File: config.mk
export PLATFORM = sky130hd
export DESIGN_NAME = booth_arbiter
export DESIGN_NICKNAME = d
export VERILOG_FILES = /design/src/rtl/booth_arbiter.sv
export SDC_FILE = /design/constraint.sdc
export NUM_CORES = 1
export LEC_CHECK = 0
export CORE_UTILIZATION = 42
export CTS_CLUSTER_SIZE = 28
export DETAILED_ROUTE_END_ITERATION = 16
export GPL_ROUTABILITY_DRIVEN = 1
export GPL_TIMING_DRIVEN = 0
export PLACE_DENSITY = 0.75
export SYNTH_ARGS = -nofsm -noshare
export SYNTH_HDL_FRONTEND = slang
export SYNTH_SLANG_ARGS = --single-unit
File: constraint.sdc
create_clock -name clk -period 1.8 [get_ports clk]
set_input_delay 0.18 -clock clk [delete_from_list [all_inputs] [get_ports clk]]
set_output_delay 0.18 -clock clk [all_outputs]
set_load 0.05 [all_outputs]
File: src/rtl/booth_arbiter.sv
// Round-robin arbiter sharing one Booth multiplier between two requesters.
// Operands are captured at grant; a stuck multiplier is cut off after TIMEOUT cycles.
module booth_arbiter #(
   parameter int unsigned N       = 8,
   parameter int unsigned TIMEOUT = 64
) (
   input  logic           clk,
   input  logic           Resetn,
   input  logic           req0,
   input  logic           req1,
   input  logic [N-1:0]   mplier0,
   input  logic [N-1:0]   mcand0,
   input  logic [N-1:0]   mplier1,
   input  logic [N-1:0]   mcand1,
   output logic           done0,
   output logic           done1,
   output logic           err0,
   output logic           err1,
   output logic [2*N-1:0] result,
   output logic           busy,
   output logic           m_Start,
   output logic [N-1:0]   m_Mplier,
   output logic [N-1:0]   m_Mcand,
   input  logic           m_Finish,
   input  logic [2*N-1:0] m_Product
);

   localparam int unsigned CntW = $clog2(TIMEOUT + 1);

   typedef enum logic [2:0] {
      StIdle,
      StIssue,
      StWaitFin,
      StComplete,
      StRelease
   } state_e;

   state_e           state_q, state_d;
   logic             prio_q, prio_d;
   logic             grant_q, grant_d;
   logic [CntW-1:0]  cnt_q, cnt_d;
   logic             m_start_q, m_start_d;
   logic [N-1:0]     m_mplier_q, m_mplier_d;
   logic [N-1:0]     m_mcand_q, m_mcand_d;
   logic [2*N-1:0]   result_q, result_d;
   logic             done0_q, done0_d;
   logic             done1_q, done1_d;
   logic             err0_q, err0_d;
   logic             err1_q, err1_d;
   logic             busy_q, busy_d;

   always_comb begin
      state_d    = state_q;
      prio_d     = prio_q;
      grant_d    = grant_q;
      cnt_d      = cnt_q;
      m_mplier_d = m_mplier_q;
      m_mcand_d  = m_mcand_q;
      result_d   = result_q;
      done0_d    = 1'b0;
      done1_d    = 1'b0;
      err0_d     = 1'b0;
      err1_d     = 1'b0;

      unique case (state_q)
         StIdle: begin
            if (req0 || req1) begin
               // prio only matters on a tie; a lone request always wins
               grant_d    = (req0 && req1) ? prio_q : req1;
               m_mplier_d = grant_d ? mplier1 : mplier0;
               m_mcand_d  = grant_d ? mcand1 : mcand0;
               state_d    = StIssue;
            end
         end
         StIssue: begin
            cnt_d   = '0;
            state_d = StWaitFin;
         end
         StWaitFin: begin
            if (m_Finish) begin
               result_d = m_Product;
               done0_d  = ~grant_q;
               done1_d  = grant_q;
               prio_d   = ~grant_q;
               state_d  = StComplete;
            end else if (cnt_q == CntW'(TIMEOUT - 1)) begin
               err0_d  = ~grant_q;
               err1_d  = grant_q;
               prio_d  = ~grant_q;
               state_d = StComplete;
            end else begin
               cnt_d = cnt_q + CntW'(1);
            end
         end
         StComplete: begin
            state_d = StRelease;
         end
         StRelease: begin
            if (!m_Finish) begin
               state_d = StIdle;
            end
         end
         default: begin
            state_d = StIdle;
         end
      endcase

      // Registered outputs follow the state being entered
      m_start_d = (state_d == StIssue) || (state_d == StWaitFin);
      busy_d    = (state_d != StIdle);
   end

   always_ff @(posedge clk) begin
      if (!Resetn) begin
         state_q    <= StIdle;
         prio_q     <= 1'b0;
         grant_q    <= 1'b0;
         cnt_q      <= '0;
         m_start_q  <= 1'b0;
         m_mplier_q <= '0;
         m_mcand_q  <= '0;
         result_q   <= '0;
         done0_q    <= 1'b0;
         done1_q    <= 1'b0;
         err0_q     <= 1'b0;
         err1_q     <= 1'b0;
         busy_q     <= 1'b0;
      end else begin
         state_q    <= state_d;
         prio_q     <= prio_d;
         grant_q    <= grant_d;
         cnt_q      <= cnt_d;
         m_start_q  <= m_start_d;
         m_mplier_q <= m_mplier_d;
         m_mcand_q  <= m_mcand_d;
         result_q   <= result_d;
         done0_q    <= done0_d;
         done1_q    <= done1_d;
         err0_q     <= err0_d;
         err1_q     <= err1_d;
         busy_q     <= busy_d;
      end
   end

   assign m_Start  = m_start_q;
   assign m_Mplier = m_mplier_q;
   assign m_Mcand  = m_mcand_q;
   assign result   = result_q;
   assign done0    = done0_q;
   assign done1    = done1_q;
   assign err0     = err0_q;
   assign err1     = err1_q;
   assign busy     = busy_q;

endmodule

==> impl_metrics.json <==
{
  "syn_avg_cell_area_um2": 8.89,
  "min_period_ps": 1660,
  "synth_warnings": 0,
  "worst_slew_pin_slew_ps": 644,
  "drive_above_1_share": 0.0971,
  "synth_area_um2": 2170,
  "startpoint": "m_Mplier[4]$_SDFFE_PN0P_",
  "route.met2.wl_um": 2690,
  "clockBufferDepth": 2,
  "antenna_found_initial": 0,
  "ios": 91,
  "r2r-start": "cnt_q[0]$_SDFFE_PN0P_",
  "synth_xor_area_frac": 0,
  "dr_wl_met3_um": 487,
  "cts_made_buffers": 5,
  "grt_pass1_wl_um": 8740,
  "h-tree-depth": 2,
  "max_stage_delay_ps": 830,
  "slew_headroom": 0.571,
  "grt_pass1_vias": 1882,
  "max_freq_mhz": 604,
  "tns_ps": 0,
  "nets": 394,
  "final_common_cell": "clkdlybuf4s50_1",
  "routed_wl_um": 5660,
  "path_max_fanout": 2,
  "path_buf_inv": 1,
  "portBuffers": 89,
  "first_iter_violations": 61,
  "synth_top_family_by_area": "compound AO/OA/AOI/OAI gates",
  "maxCapViolations": 0,
  "fp.dieArea_um2": 5460,
  "root_buffer": "clkbuf_8",
  "gp_congestion": 0.816,
  "grt_overflow": 0,
  "hold_path_class": "input pin to flip-flop",
  "worstPathArrival_ps": 1480,
  "met1_length_um": 2400,
  "placementRows": 25,
  "slew_violations": 0,
  "synth_seq_cells": 50,
  "setup_viol": 0,
  "die_w_um": 73.9,
  "wl_per_cell_um": 13.9,
  "slowest_stage": "clkdlybuf4s50_1",
  "post-route-util": 0.675,
  "post_cts_buffers": 0,
  "stdcell_area_um2": 3270,
  "endpoint_kind": "output port",
  "synth_compound_area_frac": 0.204,
  "finalClockSkew_ps": 6.04,
  "layout_common_cells": "89 x clkdlybuf4s50_1, 50 x dfxtp_1, 46 x nand2_1, 24 x a21oi_1, 22 x nor2_1",
  "irDropWorstVdd_mv": 0.514,
  "initial_core_util": 0.447,
  "synth-simple-area-share": 0.192,
  "critical_path_class": "flip-flop to output port",
  "p_leak_uw": 0.00122,
  "synthFlopType": "dfxtp_1",
  "crit_family": "buffers and inverters",
  "synth_fa_ha_area_frac": 0.00577,
  "synth_edf_count": 0,
  "hold_viol_final": 0,
  "ant_nets": 0,
  "coreArea_um2": 4850,
  "ys_async_sr_fraction": 0,
  "clk_pin_slew_ps": 90,
  "die_height_um": 73.9,
  "grtUsageTotal": 0.211,
  "syn_nets": 298,
  "cp_cell_sequence": "clkdlybuf4s50_1",
  "place_area_um2": 3140,
  "area_growth_pct": 50.8,
  "min_period_over_period": 0.921,
  "vias_per_cell": 5.03,
  "synthCells": 244,
  "highest_layer": "met4",
  "cts_tree": "built",
  "place_hpwl_um": 4260,
  "vias": 2048,
  "synth_cell_type_count": 34,
  "clock_sinks": 50,
  "start_kind": "flip-flop",
  "cellPowerDensity_nw_per_um2": 932,
  "yosys-mux-area-fraction": 0.0877,
  "diodes": 0,
  "cp_data_required_time_ps": 1620,
  "status": "completed",
  "worstSkewPairLatency_ps": 300,
  "grt_max_degree": 15,
  "drt_first_pass_iters": 4,
  "seq_area_frac_synth": 0.461,
  "drc_errors": 0,
  "rsz0062_at_grt": "false",
  "cts_hold_buffers": 0,
  "min_from": "m_Finish"
}
-- flip-flops by register name, indices dropped and copies added (netlist names), 3 cells and up --
register,count
cnt_q,7
m_Mcand,8
m_Mplier,8
result,16
state_q,3
-- area by class of cell --
cell class	instances	area (µm²)
tap	67	83.8
inverter	4	15.0
clock inverter	1	30.0
multi-input combinational	173	1080
fill	419	1580
buffer	17	92.6
clock buffer	6	82.6
timing repair buffer	89	891
sequential	50	1000
-- Yosys cell counts, types with 2 or more instances --
cell type | n | share of area
buf_4 | 2 | 0.0069
o22ai_1 | 2 | 0.0058
a211oi_2 | 11 | 0.063
nor4_1 | 3 | 0.0087
nand3_1 | 5 | 0.012
buf_2 | 4 | 0.0092
nand2_1 | 46 | 0.080
a2111o_1 | 2 | 0.010
o21a_1 | 4 | 0.014
mux2i_1 | 19 | 0.088
dfxtp_1 | 50 | 0.46
a211oi_1 | 7 | 0.024
clkbuf_1 | 8 | 0.014
nor2_1 | 23 | 0.040
inv_1 | 4 | 0.0069
a21oi_1 | 25 | 0.058
buf_6 | 2 | 0.010
o21ai_0 | 5 | 0.012
nand2b_1 | 7 | 0.020
-- worst paths after layout --
path / endpoint / slack (ps) / cells after the start
min: err0$_SDFF_PP0_ / 340 / 2
max: m_Mplier[4] / 140 / 1
max reg2reg: prio_q$_SDFFE_PN0P_ / 150 / 5
min reg2reg: cnt_q[6]$_SDFFE_PN0P_ / 430 / 2
-- layer usage --
metal,global-route usage,up-vias
met5,0,-
met4,0.0577,0
met3,0.0617,8
met2,0.363,73
met1,0.257,932
li1,-,1035
-- worst reg2reg max path, cell delays in order (launching register included) --
cell      delay [ps]
dfxtp_1          410
ha_1             250
nand4b_1         170
or2_2            360
a21oi_2          200
mux2i_1          210
-- repair_timing --
action                                  4_1_cts  5_1_grt
hold endpoints to repair                      0        0
endpoints found under the setup margin        0       13
gates resized for setup                       0        4
-- cells by family after synthesis --
kind of cell    Yosys count
compound gates           61
fa+ha+maj                 1
buf+inv                  21
flops                    50
mux                      19
simple gates             92
-- where the power goes --
| part | total [µW] | leakage, µW | switching [µW] | internal (µW) |
|---|---|---|---|---|
| logic | 996 | 0.000750 | 600 | 397 |
| registers | 1250 | 0.000409 | 52.5 | 1200 |
| clock network | 801 | 0.0000573 | 356 | 445 |
-- per-stage QoR --
stage / total power, µW / instances / setup WS [ps] / hold slack (ps)
global placement: 2260 / 400 / -82.1 / 418
CTS: 3070 / 407 / 110 / 282
finish: 3050 / 407 / 143 / 337
floorplan: 1910 / 244 / 330 / 316
detailed placement: 2270 / 400 / -105 / 421
global route: 3200 / 407 / 44.0 / 361
Note: power is estimated with default switching activity, not from simulation.
